**src/rtl/debounce_filter_pkg.sv**
```systemverilog
// rtl/debounce_filter_pkg.sv - shared state encoding and sizing helper for debounce_filter
package debounce_pkg;

  typedef enum logic [1:0] {
    LOW_STABLE,
    CHECK_HIGH,
    HIGH_STABLE,
    CHECK_LOW
  } state_t;

  // Stability counter must hold STABLE_CYCLES-1 without overflow.
  function automatic int stab_w(input int cycles);
    return $clog2(cycles) + 1;
  endfunction

endpackage

```
**src/rtl/debounce_filter_if.sv**
```systemverilog
// rtl/debounce_filter_if.sv - level input, clear request and debounced outputs of debounce_filter
interface debounce_filter_if #(
  parameter int COUNT_W = 8
) ();

  logic               sync_in;
  logic               clear_cnt;
  logic               level_out;
  logic               rise_pulse;
  logic               fall_pulse;
  logic [COUNT_W-1:0] edge_count;
  logic               count_sat;

  modport master (
    output sync_in,
    output clear_cnt,
    input  level_out,
    input  rise_pulse,
    input  fall_pulse,
    input  edge_count,
    input  count_sat
  );

  modport slave (
    input  sync_in,
    input  clear_cnt,
    output level_out,
    output rise_pulse,
    output fall_pulse,
    output edge_count,
    output count_sat
  );

endinterface

```
**src/rtl/debounce_filter_sat_counter.sv**
```systemverilog
// rtl/debounce_filter_sat_counter.sv - saturating event counter with clear that keeps a coincident increment
module sat_counter #(
  parameter int WIDTH = 8
) (
  input  logic             clk,
  input  logic             rst,
  input  logic             clear,
  input  logic             inc,
  output logic [WIDTH-1:0] count,
  output logic             sat
);

  logic [WIDTH-1:0] count_q;
  logic [WIDTH-1:0] count_d;

  always_comb begin
    count_d = count_q;
    if (clear) begin
      count_d = inc ? WIDTH'(1) : '0;
    end else if (inc && !(&count_q)) begin
      count_d = count_q + WIDTH'(1);
    end
  end

  always_ff @(posedge clk) begin
    if (rst) begin
      count_q <= '0;
    end else begin
      count_q <= count_d;
    end
  end

  assign count = count_q;
  assign sat   = &count_q;

endmodule

```
**src/rtl/debounce_filter.sv**
```systemverilog
// rtl/debounce_filter.sv - glitch filter with edge pulses and saturating rising-event count
module debounce_filter
  import debounce_pkg::*;
#(
  parameter int STABLE_CYCLES = 4,
  parameter int COUNT_W       = 8
) (
  input  logic               clk,
  input  logic               rst,
  debounce_filter_if.slave   bus
);

  localparam int STAB_W = stab_w(STABLE_CYCLES);
  localparam logic [STAB_W-1:0] STAB_LAST = STAB_W'(STABLE_CYCLES - 1);

  state_t            state_q, state_d;
  logic [STAB_W-1:0] stab_cnt_q, stab_cnt_d;
  logic              level_q, level_d;
  logic              rise_q, rise_d;
  logic              fall_q, fall_d;

  logic [COUNT_W-1:0] edge_count;
  logic               count_sat;

  always_comb begin
    state_d    = state_q;
    stab_cnt_d = stab_cnt_q;
    level_d    = level_q;
    rise_d     = 1'b0;
    fall_d     = 1'b0;
    case (state_q)
      LOW_STABLE: begin
        if (bus.sync_in) begin
          state_d    = CHECK_HIGH;
          stab_cnt_d = STAB_W'(1);
        end
      end
      CHECK_HIGH: begin
        if (!bus.sync_in) begin
          state_d    = LOW_STABLE;
          stab_cnt_d = '0;
        end else if (stab_cnt_q == STAB_LAST) begin
          state_d    = HIGH_STABLE;
          stab_cnt_d = '0;
          level_d    = 1'b1;
          rise_d     = 1'b1;
        end else begin
          stab_cnt_d = stab_cnt_q + STAB_W'(1);
        end
      end
      HIGH_STABLE: begin
        if (!bus.sync_in) begin
          state_d    = CHECK_LOW;
          stab_cnt_d = STAB_W'(1);
        end
      end
      CHECK_LOW: begin
        if (bus.sync_in) begin
          state_d    = HIGH_STABLE;
          stab_cnt_d = '0;
        end else if (stab_cnt_q == STAB_LAST) begin
          state_d    = LOW_STABLE;
          stab_cnt_d = '0;
          level_d    = 1'b0;
          fall_d     = 1'b1;
        end else begin
          stab_cnt_d = stab_cnt_q + STAB_W'(1);
        end
      end
      default: begin
        state_d    = LOW_STABLE;
        stab_cnt_d = '0;
      end
    endcase
  end

  always_ff @(posedge clk) begin
    if (rst) begin
      state_q    <= LOW_STABLE;
      stab_cnt_q <= '0;
      level_q    <= 1'b0;
      rise_q     <= 1'b0;
      fall_q     <= 1'b0;
    end else begin
      state_q    <= state_d;
      stab_cnt_q <= stab_cnt_d;
      level_q    <= level_d;
      rise_q     <= rise_d;
      fall_q     <= fall_d;
    end
  end

  // Counting on rise_d makes edge_count move on the same edge that raises rise_pulse.
  sat_counter #(
    .WIDTH (COUNT_W)
  ) u_edge_counter (
    .clk   (clk),
    .rst   (rst),
    .clear (bus.clear_cnt),
    .inc   (rise_d),
    .count (edge_count),
    .sat   (count_sat)
  );

  assign bus.level_out  = level_q;
  assign bus.rise_pulse = rise_q;
  assign bus.fall_pulse = fall_q;
  assign bus.edge_count = edge_count;
  assign bus.count_sat  = count_sat;

endmodule
```
**src/flat_wrapper.sv**
```systemverilog
// flat-port wrapper written by rule: the top's interface ports become plain ports
module debounce_filter_flat import debounce_pkg::*;
#(
  parameter int STABLE_CYCLES = 4,
  parameter int COUNT_W       = 8
)
  (clk, rst, bus_sync_in, bus_clear_cnt, bus_level_out, bus_rise_pulse, bus_fall_pulse, bus_edge_count, bus_count_sat);
  debounce_filter_if #(.COUNT_W(COUNT_W)) bus_i ();
  input  logic clk;
  input  logic rst;
  input wire logic [$bits(bus_i.sync_in)-1:0] bus_sync_in;
  input wire logic [$bits(bus_i.clear_cnt)-1:0] bus_clear_cnt;
  output wire logic [$bits(bus_i.level_out)-1:0] bus_level_out;
  output wire logic [$bits(bus_i.rise_pulse)-1:0] bus_rise_pulse;
  output wire logic [$bits(bus_i.fall_pulse)-1:0] bus_fall_pulse;
  output wire logic [$bits(bus_i.edge_count)-1:0] bus_edge_count;
  output wire logic [$bits(bus_i.count_sat)-1:0] bus_count_sat;
  assign bus_i.sync_in = bus_sync_in;
  assign bus_i.clear_cnt = bus_clear_cnt;
  assign bus_level_out = bus_i.level_out;
  assign bus_rise_pulse = bus_i.rise_pulse;
  assign bus_fall_pulse = bus_i.fall_pulse;
  assign bus_edge_count = bus_i.edge_count;
  assign bus_count_sat = bus_i.count_sat;
  debounce_filter #(.STABLE_CYCLES(STABLE_CYCLES), .COUNT_W(COUNT_W)) u_core (.clk(clk), .rst(rst), .bus(bus_i));
endmodule
```
**config.mk**
```make
export PLATFORM = sky130hd
export DESIGN_NAME = debounce_filter_flat
export DESIGN_NICKNAME = d
export VERILOG_FILES = /design/src/rtl/debounce_filter_pkg.sv /design/src/rtl/debounce_filter_if.sv /design/src/rtl/debounce_filter_sat_counter.sv /design/src/rtl/debounce_filter.sv /design/src/flat_wrapper.sv
export SDC_FILE = /design/constraint.sdc
export NUM_CORES = 1
export LEC_CHECK = 0
export ABC_AREA = 1
export CORE_MARGIN = 3
export CORE_UTILIZATION = 40
export CTS_CLUSTER_DIAMETER = 30
export DETAILED_ROUTE_END_ITERATION = 6
export SYNTH_ARGS = -nofsm -noshare
export SYNTH_HDL_FRONTEND = slang
export SYNTH_HIERARCHICAL = 1
export SYNTH_SLANG_ARGS = --single-unit
```
**constraint.sdc**
```tcl
create_clock -name clk -period 1.8 [get_ports clk]
set_clock_uncertainty 0.15 [all_clocks]
set_input_delay 0.36 -clock clk [delete_from_list [all_inputs] [get_ports clk]]
set_output_delay 0.36 -clock clk [all_outputs]
set_load 0.02 [all_outputs]
```
# Yosys cells after proc, flatten, opt, wreduce, memory -nomap -nowiden
# Index checks and enable logic that the tools add are counted.
[word_totals] ff_bits=16 out_inout_bits=12 word_cells=55
[classes] n_addsub=2 n_eq_ne=12 n_mux=24 n_bitwise=1 n_reduce_logical=10
[ops] cell="8-bit 2-to-1 mux" n=2
[ops] cell="3-bit 2-to-1 mux" n=5
[ops] cell="2-bit 2-to-1 mux" n=6
[ops] cell="3-bit one-hot mux with 4 select lines" n=1
[ops] cell="8-bit by 1-bit adder with 8-bit output (second input constant)" n=1
[ops] cell="1-bit 2-to-1 mux" n=8
[ops] cell="2-bit != test (second input constant)" n=4
[ops] cell="2-bit one-hot mux with 4 select lines" n=1
[ops] cell="8-bit AND reduction" n=1
[ops] cell="3-bit by 2-bit != test with 1-bit output (second input constant)" n=2
[ops] cell="5-bit AND reduction" n=1
[ops] cell="2-bit == test (second input constant)" n=2
[ops] cell="2-bit by 1-bit != test with 1-bit output (second input constant)" n=2
[ops] cell="4-bit AND reduction" n=1
[ops] cell="2-bit nonzero test" n=2
[ops] cell="3-bit by 1-bit adder with 3-bit output (second input constant)" n=1
[ops] cell="3-bit by 2-bit == test with 1-bit output (second input constant)" n=1
[ops] cell="3-bit OR reduction" n=1
[ops] cell="2-bit by 1-bit == test with 1-bit output (second input constant)" n=1
[ops] cell="2-bit logical NOT" n=1
[ops] cell="1-bit one-hot mux with 2 select lines" n=1
[ops] cell="2-bit AND reduction" n=1
[ops] cell="1-bit logical AND" n=1
[ops] cell="1-bit logical NOT" n=1
[ops] cell="1-bit inverter" n=1

# Depth between registers and ports, before layout
[logic_depth] ltp_word=7 ltp_mapped=8 mapped_depth_nobuf=8

# Cells and area by module
# The synthesis kept the hierarchy.
[by_module_without_submodules] mod="sat_counter" n_inst=1 cells_per_inst=73 area_each_um2=509.2
[by_module_without_submodules] mod="debounce_filter" n_inst=1 cells_per_inst=47 area_each_um2=359.1

# Least setup slack after synthesis
# No wires, ideal clock.
[synth_timing] path_kind="reg-to-output" startpoint="register u_core.u_edge_counter.count_q[0], in the netlist u_core/u_edge_counter/count[0]" endpoint="output port bus_count_sat" arrival_ps=1153 t_required_ps=1290 slack_ps=137 path_stages_with_launch=6 cell_sequence="dfxtp_1 > ha_1 > nand2_2 > nor2_4 > nand2_4 > inv_1"
[synth_between] elab_chain_len=1
[synth_lines] item="from (decl)" line_no="debounce_filter_sat_counter.sv:13" rtl="logic [WIDTH-1:0] count_q;"
[synth_lines] item="from (signal assigned)" line_no="debounce_filter_sat_counter.sv:29" rtl="count_q <= count_d;"
[synth_lines] item="8-bit AND reduction" line_no="debounce_filter_sat_counter.sv:34" rtl="assign sat = &count_q;"
[synth_lines] item="to (decl)" line_no="flat_wrapper.sv:17" rtl="output wire logic [$bits(bus_i.count_sat)-1:0] bus_count_sat;"
# No other way between the ends.

# Final worst setup path
[layout_timing] startpoint="register u_core.level_q, in the netlist u_core/bus.level_out" endpoint="output port bus_level_out"
[layout_rtl] item="from (decl)" line_no="debounce_filter.sv:18" rtl="logic level_q, level_d;"
[layout_rtl] item="from (signal assigned)" line_no="debounce_filter.sv:87" rtl="level_q <= level_d;"
[layout_rtl] item="to (decl)" line_no="flat_wrapper.sv:13" rtl="output wire logic [$bits(bus_i.level_out)-1:0] bus_level_out;"
# No word-level cell between the ends.

==> impl_metrics.py <==
metrics = {
    "flow_run": {
        "drv_cap": 0,
    },
    "sta": {
        "holdWs_ns": 0.301,
        "min_period_ns": 1.74,
        "finalMaxSlewViolations": 0,
        "max_slew.worst_pin.slew_ns": 0.324,
        "fmax_ghz": 0.574,
        "fin_crit_sh_pct": 96.8,
        "finalSetupTns_ns": 0,
        "finalHoldViolCount": 0,
        "relSlewSlack_pct": 78.3,
        "setup_viol": 0,
    },
    "layout": {
        "synthToLayoutAreaGrowth_pct": 33.6,
        "final_nets": 158,
        "fillers": 211,
        "fin_util_pct": 57.9,
        "drive_above_1_share_pct": 24.0,
        "num_antenna_cells": 0,
        "fin_area_sq_um": 1160,
    },
    "worst_setup_path": {
        "critPathTopFamily": "buffers and inverters",
        "r2r-end": "u_core/u_edge_counter/count[6]",
        "worst-r2r-setup-slack_ns": 0.18,
        "critPathLaunchType": "flop",
        "path_class": "flop to primary output",
        "cp_num_buf_inv": 1,
        "slowest_delay_ns": 0.61,
        "crit_chain": "clkdlybuf4s50_1",
        "cpMaxStageDelayCell": "clkdlybuf4s50_1",
        "r2r_cells": 8,
        "cp.required_ns": 1.29,
        "r2r-start": "u_core/stab_cnt_q[0]",
        "cp.depth": 1,
        "crit_path_end_kind": "primary output",
        "worstPathArrival_ns": 1.23,
        "cp_max_fo": 2,
    },
    "clock_tree": {
        "htreeDepth": 1,
        "cts_tree": "yes",
        "ctsHoldBuffers": 0,
        "postCtsSetupRepairBufs": 0,
        "cts_made_buffers": 3,
        "clock_sinks": 16,
        "clockRootBuffer": "clkbuf_4",
        "clk_path_buf_depth": 2,
        "clkTransAtPathRegs_ns": 0.09,
        "clock_latency_ns": 0.28,
    },
    "hold_path": {
        "min-delay-start": "u_core/stab_cnt_q[2]",
        "hold_path_depth": 2,
        "min_to": "u_core/stab_cnt_q[2]",
        "holdCritPathClass": "flop to flop",
    },
    "power": {
        "power_density_nw_per_um2": 535,
        "power_w": 0.000620,
        "p_leak_nw": 0.547,
        "vdd_ir_drop_max_mv": 0.450,
    },
    "yosys": {
        "synth_area_sq_um": 868,
        "synth_cell_type_count": 19,
        "syn-num-nets": 126,
        "synth.most_common_cell": "nand2_1",
        "postSynth.asyncResetShare_pct": 0,
        "synth-main-ff-cell": "dfxtp_1",
        "yosysTopAreaCellShare_pct": 36.9,
        "synth_seq_cells": 16,
        "synth_top_cell_by_area": "dfxtp_1",
        "synth-seq-area-share_pct": 36.9,
        "synth_warnings": 6,
        "synth_edf_count": 0,
        "synthTopCellsByCount": "nand2_1, inv_1, dfxtp_1",
        "syn_inst": 120,
        "synth.area.top_cells": "dfxtp_1, nand2_1, nand3_1, inv_1, nor2_1",
        "synth.avg_cell_area_sq_um": 7.24,
    },
    "route": {
        "drtAntennaViolNets": 0,
        "vias_per_cell": 4.79,
        "wl_per_cell_um": 10.3,
        "initialDrtViolationCount": 20,
        "routed_wl_um": 1830,
        "remaining_drc_errors": 0,
        "vias": 848,
        "detail_route.first_pass.iterations": 5,
    },
    "floorplan": {
        "boundaryPins": 16,
        "design.die.area_sq_um": 2770,
        "die_h_um": 52.6,
        "fp-row-count": 16,
        "core_area_sq_um": 2000,
        "initial_utilization_pct": 43.4,
        "die_x_um": 52.6,
    },
    "status": {
        "outcome": "finished, final reports clean",
    },
    "placement": {
        "place_congestion": 0.840,
        "place_area_sq_um": 1140,
        "dpl.hpwl_um": 1460,
        "io_buffers": 15,
    },
    "global_route": {
        "antenna_found_initial": 0,
        "grt_pass1_wl_um": 3150,
        "track_usage_pct": 15.7,
        "grt_max_degree": 9,
        "overflow": 0,
        "first_global_vias": 786,
    },
}
## report_power, final
part	total [W]	switching (W)	internal (W)
Clock	0.000179	0.000102	0.0000775
Sequential	0.000367	0.00000575	0.000361
Combinational	0.0000739	0.0000431	0.0000308
## flip-flops by register name, summed over array words and instances, names as in the netlist, named ones only
name	flops
u_core/state_q	1
u_core/u_edge_counter/count	8
u_core/bus.fall_pulse	1
u_core/stab_cnt_q	3
u_core/bus.level_out	1
u_core/bus.rise_pulse	1
## placed cells by master, fill, tap and decap left out, drive strengths merged
cell           instances
dlygate4sd2            8
o21ai                  4
clkbuf                 3
a21oi                 11
buf                   13
clkdlybuf4s50          6
nand3                 14
nand2                 34
dfxtp                 16
nor3                   4
nor2                  15
nand4                  1
ha                     2
inv                   18
nand3b                 1
## cell families after synthesis
kind of cell               count (synthesis)  share of synthesized area (%)
and+or+nand+nor                           69                           42.5
adders and majority gates                  2                           2.88
DFF                                       16                           36.9
AOI/OAI and AO/OA                         15                           9.94
buffers and inverters                     18                           7.78
## metrics by stage
step                worst slack (ns)  std cells
finish                        0.0581        177
global route                -0.00568        177
detailed placement            -0.117        174
floorplan                      0.137        120
CTS                          0.00263        177
global placement             -0.0921        174
## per-layer routing
metal	part of all wire, %	track usage [%]	vias up	routed length (um)
li1	-	-	447	-
met1	43	16.7	370	788
met2	50	27.9	29	920
met3	5.5	3.70	2	101
met4	1.0	8.94	0	19
met5	0	0	-	0
## layout make-up
class | instances | area (sq um) | share of cell area [%]
Inverter | 18 | 67.6 | 5.83
Clock buffer | 3 | 22.5 | 1.94
Timing Repair Buffer | 27 | 228 | 19.6
Tap cell | 27 | 33.8 | 2.91
Multi-Input combinational cell | 86 | 485 | 41.9
Sequential cell | 16 | 323 | 27.8
## timing repair
item / 4_1_cts / 5_1_grt
endpoints found under the setup margin: 9 / 2
resized for setup: 12 / 5
pin swaps: 0 / 1
cloned: 0 / 0
## how the worst max path moves through the flow
stage / from / to
CTS: u_core/u_edge_counter/count[1] / bus_count_sat
finish: u_core/bus.level_out / bus_level_out
global placement: u_core/u_edge_counter/count[0] / bus_count_sat
global route: u_core/u_edge_counter/count[0] / bus_count_sat
floorplan: u_core/u_edge_counter/count[0] / bus_count_sat
detailed placement: u_core/u_edge_counter/count[1] / bus_count_sat
Power figures use the tool's default switching activity.
